===== config.mk =====
export PLATFORM = sky130hd
export DESIGN_NAME = dmem_arbiter_flat
export DESIGN_NICKNAME = d
export VERILOG_FILES = /design/src/rtl/dmem_arbiter_if.sv /design/src/rtl/dmem_arbiter.sv /design/src/flat_wrapper.sv
export SDC_FILE = /design/constraint.sdc
export NUM_CORES = 1
export LEC_CHECK = 0
export ABC_AREA = 1
export ABC_CLOCK_PERIOD_IN_PS = 2009
export CAP_MARGIN = 20
export CORE_AREA = 8 8 107 134
export DETAILED_ROUTE_END_ITERATION = 8
export DIE_AREA = 0 0 115 142
export PLACE_DENSITY_LB_ADDON = 0.15
export RECOVER_POWER = 50
export SYNTH_ARGS = -nofsm -noshare
export SYNTH_HDL_FRONTEND = slang
export SYNTH_SLANG_ARGS = --single-unit

===== constraint.sdc =====
create_clock -name clk -period 2.01 [get_ports clk]
set_input_delay 0.5025 -clock clk [delete_from_list [all_inputs] [get_ports clk]]
set_output_delay 0.5025 -clock clk [all_outputs]
set_load 0.02 [all_outputs]

===== src/rtl/dmem_arbiter_if.sv =====
// CPU, DMA and data-memory signals shared by the data-memory arbiter.
// slave is the arbiter's view; master is the surrounding pipeline/DMA/memory view.
interface dmem_arbiter_if #(
  parameter int ADDR_W = 32,
  parameter int DATA_W = 32
);
  logic              cpu_req;
  logic              cpu_we;
  logic [ADDR_W-1:0] cpu_addr;
  logic [DATA_W-1:0] cpu_wd;
  logic [DATA_W-1:0] cpu_rdata;
  logic              cpu_stall;
  logic              dma_req;
  logic              dma_we;
  logic              dma_lock;
  logic [ADDR_W-1:0] dma_addr;
  logic [DATA_W-1:0] dma_wd;
  logic              dma_gnt;
  logic [DATA_W-1:0] dma_rdata;
  logic              dma_rvalid;
  logic              mem_we;
  logic [ADDR_W-1:0] mem_addr;
  logic [DATA_W-1:0] mem_wd;
  logic [DATA_W-1:0] mem_rd;

  modport slave (
    input  cpu_req, cpu_we, cpu_addr, cpu_wd,
    output cpu_rdata, cpu_stall,
    input  dma_req, dma_we, dma_lock, dma_addr, dma_wd,
    output dma_gnt, dma_rdata, dma_rvalid,
    output mem_we, mem_addr, mem_wd,
    input  mem_rd
  );

  modport master (
    output cpu_req, cpu_we, cpu_addr, cpu_wd,
    input  cpu_rdata, cpu_stall,
    output dma_req, dma_we, dma_lock, dma_addr, dma_wd,
    input  dma_gnt, dma_rdata, dma_rvalid,
    input  mem_we, mem_addr, mem_wd,
    output mem_rd
  );
endinterface


===== src/rtl/dmem_arbiter.sv =====
// Single-port data-memory arbiter: CPU priority with same-cycle read, DMA starvation guard and locked bursts.
// Grant is combinational; DMA read data is one cycle later; losers are held off via cpu_stall / ~dma_gnt.
module dmem_arbiter #(
  parameter int ADDR_W     = 32,
  parameter int DATA_W     = 32,
  parameter int STARVE_MAX = 4,
  parameter int MAX_BURST  = 8
) (
  input logic           clk,
  input logic           rst,
  dmem_arbiter_if.slave bus
);
  localparam logic [0:0] ARB_CPU = 1'b0;
  localparam logic [0:0] ARB_DMA = 1'b1;
  localparam logic [3:0] STARVE_LIM = 4'(STARVE_MAX);
  localparam logic [3:0] BURST_LIM  = 4'(MAX_BURST);
  localparam logic       LOCK_EN    = (MAX_BURST > 1);

  logic [0:0]        state;
  logic [3:0]        starve_cnt;
  logic [3:0]        beat_cnt;
  logic              dma_win;
  logic              cpu_win;
  logic              beat_last;
  logic              rvalid_q;
  logic [DATA_W-1:0] rdata_q;
  logic [ADDR_W-1:0] addr_mux;
  logic [DATA_W-1:0] wd_mux;

  // Grants are gated by reset so nothing reaches the memory while rst is low.
  always_comb begin
    dma_win = 1'b0;
    cpu_win = 1'b0;
    if (rst) begin
      if (state == ARB_DMA) begin
        dma_win = bus.dma_req;
      end else begin
        dma_win = bus.dma_req & (~bus.cpu_req | (starve_cnt == STARVE_LIM));
        cpu_win = bus.cpu_req & ~dma_win;
      end
    end
  end

  assign addr_mux  = dma_win ? bus.dma_addr : bus.cpu_addr;
  assign wd_mux    = dma_win ? bus.dma_wd   : bus.cpu_wd;
  assign beat_last = ((beat_cnt + 4'd1) == BURST_LIM);

  assign bus.mem_we     = dma_win ? bus.dma_we : (cpu_win & bus.cpu_we);
  assign bus.mem_addr   = addr_mux;
  assign bus.mem_wd     = wd_mux;
  assign bus.cpu_rdata  = bus.mem_rd;
  assign bus.cpu_stall  = rst & bus.cpu_req & ~cpu_win;
  assign bus.dma_gnt    = dma_win;
  assign bus.dma_rdata  = rdata_q;
  assign bus.dma_rvalid = rvalid_q;

  always_ff @(posedge clk or negedge rst) begin
    if (!rst) begin
      state      <= ARB_CPU;
      starve_cnt <= '0;
      beat_cnt   <= '0;
      rvalid_q   <= 1'b0;
      rdata_q    <= '0;
    end else begin
      rvalid_q <= dma_win & ~bus.dma_we;
      if (dma_win & ~bus.dma_we) rdata_q <= bus.mem_rd;

      if (dma_win | ~bus.dma_req) starve_cnt <= '0;
      else if (starve_cnt != STARVE_LIM) starve_cnt <= starve_cnt + 4'd1;

      case (state)
        ARB_CPU: begin
          if (dma_win & bus.dma_lock & LOCK_EN) begin
            state    <= ARB_DMA;
            beat_cnt <= 4'd1;
          end
        end
        default: begin
          // In ARB_DMA a request is always granted, so dma_req=1 here means a beat was taken.
          if (~bus.dma_req | ~bus.dma_lock | beat_last) begin
            state      <= ARB_CPU;
            beat_cnt   <= '0;
            starve_cnt <= '0;
          end else begin
            beat_cnt <= beat_cnt + 4'd1;
          end
        end
      endcase
    end
  end
endmodule

===== src/flat_wrapper.sv =====
// flat-port wrapper written by rule: the top's interface ports become plain ports
module dmem_arbiter_flat 
#(
  parameter int ADDR_W     = 32,
  parameter int DATA_W     = 32,
  parameter int STARVE_MAX = 4,
  parameter int MAX_BURST  = 8
)
  (clk, rst, bus_cpu_req, bus_cpu_we, bus_cpu_addr, bus_cpu_wd, bus_cpu_rdata, bus_cpu_stall, bus_dma_req, bus_dma_we, bus_dma_lock, bus_dma_addr, bus_dma_wd, bus_dma_gnt, bus_dma_rdata, bus_dma_rvalid, bus_mem_we, bus_mem_addr, bus_mem_wd, bus_mem_rd);
  dmem_arbiter_if #(.ADDR_W(ADDR_W), .DATA_W(DATA_W)) bus_i ();
  input logic clk;
  input logic rst;
  input wire logic [$bits(bus_i.cpu_req)-1:0] bus_cpu_req;
  input wire logic [$bits(bus_i.cpu_we)-1:0] bus_cpu_we;
  input wire logic [$bits(bus_i.cpu_addr)-1:0] bus_cpu_addr;
  input wire logic [$bits(bus_i.cpu_wd)-1:0] bus_cpu_wd;
  output wire logic [$bits(bus_i.cpu_rdata)-1:0] bus_cpu_rdata;
  output wire logic [$bits(bus_i.cpu_stall)-1:0] bus_cpu_stall;
  input wire logic [$bits(bus_i.dma_req)-1:0] bus_dma_req;
  input wire logic [$bits(bus_i.dma_we)-1:0] bus_dma_we;
  input wire logic [$bits(bus_i.dma_lock)-1:0] bus_dma_lock;
  input wire logic [$bits(bus_i.dma_addr)-1:0] bus_dma_addr;
  input wire logic [$bits(bus_i.dma_wd)-1:0] bus_dma_wd;
  output wire logic [$bits(bus_i.dma_gnt)-1:0] bus_dma_gnt;
  output wire logic [$bits(bus_i.dma_rdata)-1:0] bus_dma_rdata;
  output wire logic [$bits(bus_i.dma_rvalid)-1:0] bus_dma_rvalid;
  output wire logic [$bits(bus_i.mem_we)-1:0] bus_mem_we;
  output wire logic [$bits(bus_i.mem_addr)-1:0] bus_mem_addr;
  output wire logic [$bits(bus_i.mem_wd)-1:0] bus_mem_wd;
  input wire logic [$bits(bus_i.mem_rd)-1:0] bus_mem_rd;
  assign bus_i.cpu_req = bus_cpu_req;
  assign bus_i.cpu_we = bus_cpu_we;
  assign bus_i.cpu_addr = bus_cpu_addr;
  assign bus_i.cpu_wd = bus_cpu_wd;
  assign bus_cpu_rdata = bus_i.cpu_rdata;
  assign bus_cpu_stall = bus_i.cpu_stall;
  assign bus_i.dma_req = bus_dma_req;
  assign bus_i.dma_we = bus_dma_we;
  assign bus_i.dma_lock = bus_dma_lock;
  assign bus_i.dma_addr = bus_dma_addr;
  assign bus_i.dma_wd = bus_dma_wd;
  assign bus_dma_gnt = bus_i.dma_gnt;
  assign bus_dma_rdata = bus_i.dma_rdata;
  assign bus_dma_rvalid = bus_i.dma_rvalid;
  assign bus_mem_we = bus_i.mem_we;
  assign bus_mem_addr = bus_i.mem_addr;
  assign bus_mem_wd = bus_i.mem_wd;
  assign bus_i.mem_rd = bus_mem_rd;
  dmem_arbiter #(.ADDR_W(ADDR_W), .DATA_W(DATA_W), .STARVE_MAX(STARVE_MAX), .MAX_BURST(MAX_BURST)) u_core (.clk(clk), .rst(rst), .bus(bus_i));
endmodule

==> metrics.txt, run 1 <==
run status finished with violations; failing checks negative setup slack; synthesized instance count 461; clk buf depth 2; initial antenna violation count 3; clock slew at reported path FFs 0.06 ns; Die X 115 µm; Hold Startpoint u_core.bus.dma_rdata[27]; max-slew violation count 0; Sw Share about 35%; Seq pwr share 26.7%; total CTS buffers 5; proportion of layout cells with a drive suffix above 1 32.22%; Post-CTS Hold Fix Bufs 0; CORE AREA around 12000 µm²; CP Data Required Time 1.51 ns; unrepaired setup endpoints after global routing true; Netlist cell types 21; dpl hpwl 13560 µm; CTS H-tree depth 2; crit path DAT approximately 1.8 ns; largest net degree at the start of global routing 43; Logic pwr share 51.3%; R2R depth 11; Fin. Hold Viols 0; number of global-route vias before repair 4327; num rows 46; syn_nets about 630; nets 949; antenna viol nets, final 0; wire per inst about 20 µm; worst r2r dst u_core.bus.dma_rdata[20]; hold path cells 2; Remaining DRCs 0; Leakage 0.003564 µW; TritonCTS clock tree yes; chip height 142 µm; Fillers 1123; final WL 18610 µm; VDD IR max 0.0005175 V; met2 usage 35.07%; cell internal pwr approximately 2700 µW; sequential area share after synthesis between 30% and 40%; PD cells 561.8 nW/µm²; Cell Area, Synth 2988 µm²; Endpoint, Worst Hold u_core.bus.dma_rdata[27]; relative slew slack ~30%; total die area 16330 µm²; Clock Sinks 42; total global-route track usage 20.92%; DRT iter0 DRCs between 200 and 300; Max Clk Rate 0.4410 GHz; crit path capture type primary output; fin crit share 112.8%; Synth Register Bits between 40 and 50; Max Cap Violations 0; number of port buffers between 200 and 300; first-pass GRT wire length 25840 µm; area delta synth->final 143.4%; r2r startpoint u_core.starve_cnt[0]; gr busiest metal met2; Setup crit start kind flip-flop; Crit Path Max Fanout 15; crit path kind reg -> out; via density per instance 4.460; IO Count 299; final worst setup slack -0.2577 ns; r2r setup slk approximately 0.10 ns; Min-Delay Path Class reg -> reg; Synth Warn # 0; final estimated routing congestion in global placement ~0.94; fin util 59.04%; DR pass1 iterations 4; Root Driver clkbuf_16; Slew @ Worst Pin ~1.1 ns; worst hold slack between 0.4 and 0.5 ns; Initial Utilization 24.26%; clock network fraction of design power roughly 22%; met1 Track Usage GR 22.39%; fin crit period about 2.3 ns; met3 Use GR 10.57%; grt ovf 0; later-pin clock latency in the skew report 0.28 ns; net switching power 1413 µW; Final setup viols 67; Vias 4228; Avg Synthesized Cell Area 6.481 µm²; clk_skew 0.005119 ns
[cells in the final DEF, fill, tap and decap left out, types with 2 or more instances in the layout]
master           Yosys  layout
ha_1                 4       3
buf_2                8      10
buf_8                0       2
nand2_1            277     181
a21oi_1              7       5
inv_2                1       3
clkbuf_16            0       7
o21ai_0              5       5
nand2_4              1      40
dlygate4sd2_1        0      34
buf_6               11      42
nor2_1               4       4
nand4_1              2       2
nand3_1             11      11
clkdlybuf4s50_1      0     196
buf_16               0       3
nand2_2              1      57
buf_4               35      50
buf_12               0      24
nor2_4               1       2
dfrtp_1             42      42
o21ai_1             32      32
inv_1               13      10
a21oi_2              0       2
clkbuf_1             3       2
[worst max path at each step]
stage | slack (ns) | end | start
after floorplan | 0.09 | bus_mem_addr[0] | u_core.starve_cnt[0]
after global placement | -0.88 | bus_mem_wd[29] | bus_cpu_req
after detailed placement | -0.87 | bus_mem_wd[29] | bus_cpu_req
after CTS | -0.45 | bus_mem_addr[25] | u_core.starve_cnt[1]
after global routing | -0.33 | bus_mem_addr[5] | u_core.starve_cnt[0]
final | -0.26 | bus_mem_addr[22] | u_core.starve_cnt[0]
[sequential cells by signal (all words and copies together), names as in the netlist]
signal	flops
u_core.bus.dma_rvalid	1
u_core.starve_cnt	4
u_core.state	1
u_core.beat_cnt	4
u_core.bus.dma_rdata	32
[cells in the mapped netlist]
library cell / n / area, µm²
a21oi_1: 7 / 35.03
buf_2: 8 / 40.04
buf_4: 35 / 262.8
buf_6: 11 / 123.9
clkbuf_1: 3 / 11.26
dfrtp_1: 42 / 1051
ha_1: 4 / 50.05
inv_1: 13 / 48.80
inv_2: 1 / 3.750
nand2_1: 277 / 1040
nand2_2: 1 / 6.260
nand2_4: 1 / 11.26
nand3_1: 11 / 55.05
nand3_2: 1 / 10.01
nand4_1: 2 / 12.51
nor2_1: 4 / 15.01
nor2_2: 1 / 6.260
nor2_4: 1 / 11.26
o21ai_0: 5 / 25.02
o21ai_1: 32 / 160.2
xor2_1: 1 / 8.760
[logic make-up after synthesis]
group                      Yosys count  synth area share, %
AOI/OAI and AO/OA                   44                7.370
xor gates and xnor gates             1               0.2932
adders and majority gates            4                1.675
buffers and inverters               71                16.42
DFF                                 42                35.18
and+or+nand+nor                    299                39.07
[per-layer routing]
metal  vias to the layer above  share of wire [%]
li1                       2025                  -
met1                      1919                 36
met2                       252                 47
met3                        28                 13
met4                         4                2.8
met5                         -               0.14
[power groups by stage]
stage	combinational, µW	clock [µW]	sequential [µW]
finish	2100	899	1090
global route	2230	948	1110
CTS	1970	929	1090
detailed placement	1860	0	1100
global placement	1860	0	1090
floorplan	581	0	1270
[timing repair]
item / in CTS / in global routing
setup buffers: 15 / 13
gates resized for setup: 366 / 122
endpoints found under the hold margin: 0 / 0
pin swaps: 26 / 25
cloned: 6 / 2
setup endpoints to repair: 132 / 87
[stage by stage]
step	setup slack, ns	cells	total power (µW)	area (µm²)	setup TNS, ns
6_report	-0.2577	948	4085	7272	-14.44
5_1_grt	-0.3260	948	4284	7272	-19.35
4_1_cts	-0.4527	935	3993	6766	-22.82
3_5_place_dp	-0.8733	906	2965	6166	-73.61
3_3_place_gp	-0.8824	906	2949	6166	-71.99
2_1_floorplan	0.09228	461	1852	2988	0
[critical path: stages, from the launching register on]
cell and delay, ns:
dfrtp_1 0.39, inv_2 0.07, ha_4 0.14, nand3_4 0.07, nand2_4 0.09, nand2_8 0.08
buf_4 0.17, clkbuf_16 0.18, nand2_1 0.09, nand2_2 0.06, buf_6 0.13
[cell type report]
| type | count | area [µm²] | share of cell area (%) |
|---|---|---|---|
| Tap cell | 168 | 210.2 | 2.891 |
| Clock buffer | 7 | 132.6 | 1.824 |
| Antenna cell | 1 | 2.502 | 0.03441 |
| Clock inverter | 1 | 30.03 | 0.4129 |
| Inverter | 14 | 65.06 | 0.8947 |
| Timing Repair Buffer | 366 | 3846 | 52.89 |
| Multi-Input combinational cell | 349 | 1934 | 26.60 |
| Sequential cell | 42 | 1051 | 14.45 |
Power figures use the tool's default switching activity.
==> inputs of run 2 (changes only) <==
CORE_AREA = 4 4 103 130   (was 8 8 107 134)
DIE_AREA = 0 0 107 134   (was 0 0 115 142)
==> metrics.txt, run 2 (synthesis gave the netlist of run 1 again) <==
Max Clk Rate 0.4155 GHz (-5.8%); first-pass GRT wire length 24320 µm (-5.9%); crit path DAT 1.90 ns (+0.13 ns); # diodes 0 (-1); crit path kind reg -> out; Vias 4133 (-2.2%); Remaining DRCs 0 (unchanged); Fin. Hold Viols 0 (unchanged); via density per instance 4.406 (-1.2%); Final setup viols 67 (unchanged); IO Count 299 (unchanged); CORE AREA 12050 µm² (-2.2%); fin crit period 2.407 ns (+0.1391 ns); CP Data Required Time 1.51 ns (about the same); worst r2r dst u_core.bus.dma_rdata[17]; Max Cap Violations 0 (unchanged); r2r startpoint u_core.starve_cnt[0]; R2R depth 13 (+2); max-slew violation count 0 (unchanged); chip height 134 µm (-5.6%); commonest non-fill, non-tap cells in the layout clkdlybuf4s50_1 (196), nand2_1 (192), nand2_2 (56), buf_4 (46), dfrtp_1 (42); Fillers 1118 (-0.45%); final estimated routing congestion in global placement 0.8318 (-12%); TritonCTS clock tree yes; relative slew slack 30.42% (+0.95 points); proportion of layout cells with a drive suffix above 1 30.49% (-1.7 points); Leakage 0.003449 µW (-3.2%); beginning of the critical path u_core.starve_cnt[0]; Die X 107 µm (-7.0%); largest net degree at the start of global routing 43 (unchanged); CTS H-tree depth 2 (unchanged); unrepaired setup endpoints after global routing true; run status finished with violations; antenna viol nets, final 0 (unchanged); clk buf depth 2 (unchanged); wire per inst 18.25 µm (-7.0%); total CTS buffers 5 (unchanged); area delta synth->final 138.4%; Critical Path End bus_mem_wd[18]; clk_skew 0.003752 ns (-0.001367 ns); dpl hpwl 12340 µm (-9.0%); crit path capture type primary output; initial antenna violation count 0 (-3); grt ovf 0 (unchanged); Setup TNS -19.28 ns (-4.841 ns); number of port buffers 298 (unchanged); Slew @ Worst Pin 1.044 ns (-0.01432 ns); Initial Utilization 24.80% (+0.54 points); VDD IR max 0.0005460 V (+5.5%); total global-route track usage 22.22% (+1.3 points); Clock Sinks 42 (unchanged); Post-CTS Hold Fix Bufs 0 (unchanged); clock slew at reported path FFs 0.06 ns (about the same); fin crit share 119.7% (+6.9 points); later-pin clock latency in the skew report 0.28 ns (about the same); PD cells 560.5 nW/µm² (-0.22%); DR pass1 iterations 6 (+2); nets 944 (-0.53%); Min-Delay Path Class reg -> reg; Place WS -0.8502 ns (+0.02309 ns); fin util 59.13% (+0.087 points); number of global-route vias before repair 4177 (-3.5%); final WL 17120 µm (-8.0%); final worst setup slack -0.3967 ns (-0.1391 ns); Largest register FFs 32 (unchanged); r2r setup slk 0.03 ns (-0.07 ns); Crit Path Max Fanout 7 (-8); DRT iter0 DRCs 171 (-35%); failing checks negative setup slack; num rows 45 (-2.2%); Root Driver clkbuf_16; commonest non-fill, non-tap cell in the layout clkdlybuf4s50_1; total die area 14340 µm² (-12%); Setup crit start kind flip-flop
## run 2: changes by cell type in the layout (fill, tap and decap cells not counted), sizes merged
cell    change
bufbuf      +1
bufinv      -1
clkinv      -1
diode       -1
clkbuf      +2
inv         +1
buf         -7
## run 2: area by class of cell
cell class / count / area, µm² / area share, %
Inverter: 14 / 57.56 / 0.8079
Tap cell: 164 / 205.2 / 2.880
Clock buffer: 8 / 166.4 / 2.336
Multi-Input combinational cell: 349 / 1838 / 25.80
Timing Repair Buffer: 361 / 3806 / 53.42
Sequential cell: 42 / 1051 / 14.75
## run 2: critical path: stages (launching register included)
cell and delay [ns]:
dfrtp_1 0.37, inv_1 0.06, ha_2 0.19, nand3_2 0.09, nand2_2 0.10, nand2_4 0.09, buf_12 0.15, buf_16 0.14
buf_12 0.14, nand2_2 0.07, nand2_4 0.07, buf_12 0.14
## run 2: timing repair
item                       in CTS  in global routing
hold endpoints to repair        0                  0
setup endpoints to repair     132                 99
buffers inserted               14                 11
gates resized for setup       375                110
gates cloned                    6                  2
pin swaps                      27                 20
## run 2: metrics by stage
| stage | instance area [µm²] | cells | power (µW) | hold WS (ns) |
|---|---|---|---|---|
| 2_1_floorplan | 2988 | 461 | 1852 | 0.2069 |
| 3_3_place_gp | 6106 | 900 | 2909 | 0.4626 |
| 3_5_place_dp | 6106 | 900 | 2924 | 0.4683 |
| 4_1_cts | 6789 | 928 | 3935 | 0.4576 |
| 5_1_grt | 7124 | 938 | 4206 | 0.4928 |
| 6_report | 7124 | 938 | 3993 | 0.4755 |
## run 2: power by group
group	leakage (µW)	total (µW)	switching, µW	internal, µW
logic	0.00283	2030	970	1060
clock network	0.0000832	873	311	562
registers	0.000535	1090	90.1	1000
## run 2: worst min-delay path by stage
stage	start	endpoint	slack, ns	depth (start not counted)
floorplan	rst	u_core.beat_cnt[0]	0.21	0
global placement	u_core.bus.dma_rdata[8]	u_core.bus.dma_rdata[8]	0.46	2
detailed placement	u_core.bus.dma_rdata[13]	u_core.bus.dma_rdata[13]	0.47	2
CTS	rst	u_core.bus.dma_rdata[16]	0.46	3
global route	u_core.bus.dma_rdata[13]	u_core.bus.dma_rdata[13]	0.49	2
finish	u_core.bus.dma_rdata[19]	u_core.bus.dma_rdata[19]	0.48	2
## run 2: routing by layer
layer	track usage (%)	vias up	routed length, µm
met2	39.32	216	8639
met1	24.20	1891	6256
met5	0	-	0
li1	-	2013	-
met3	10.21	13	2035
met4	4.975	0	191
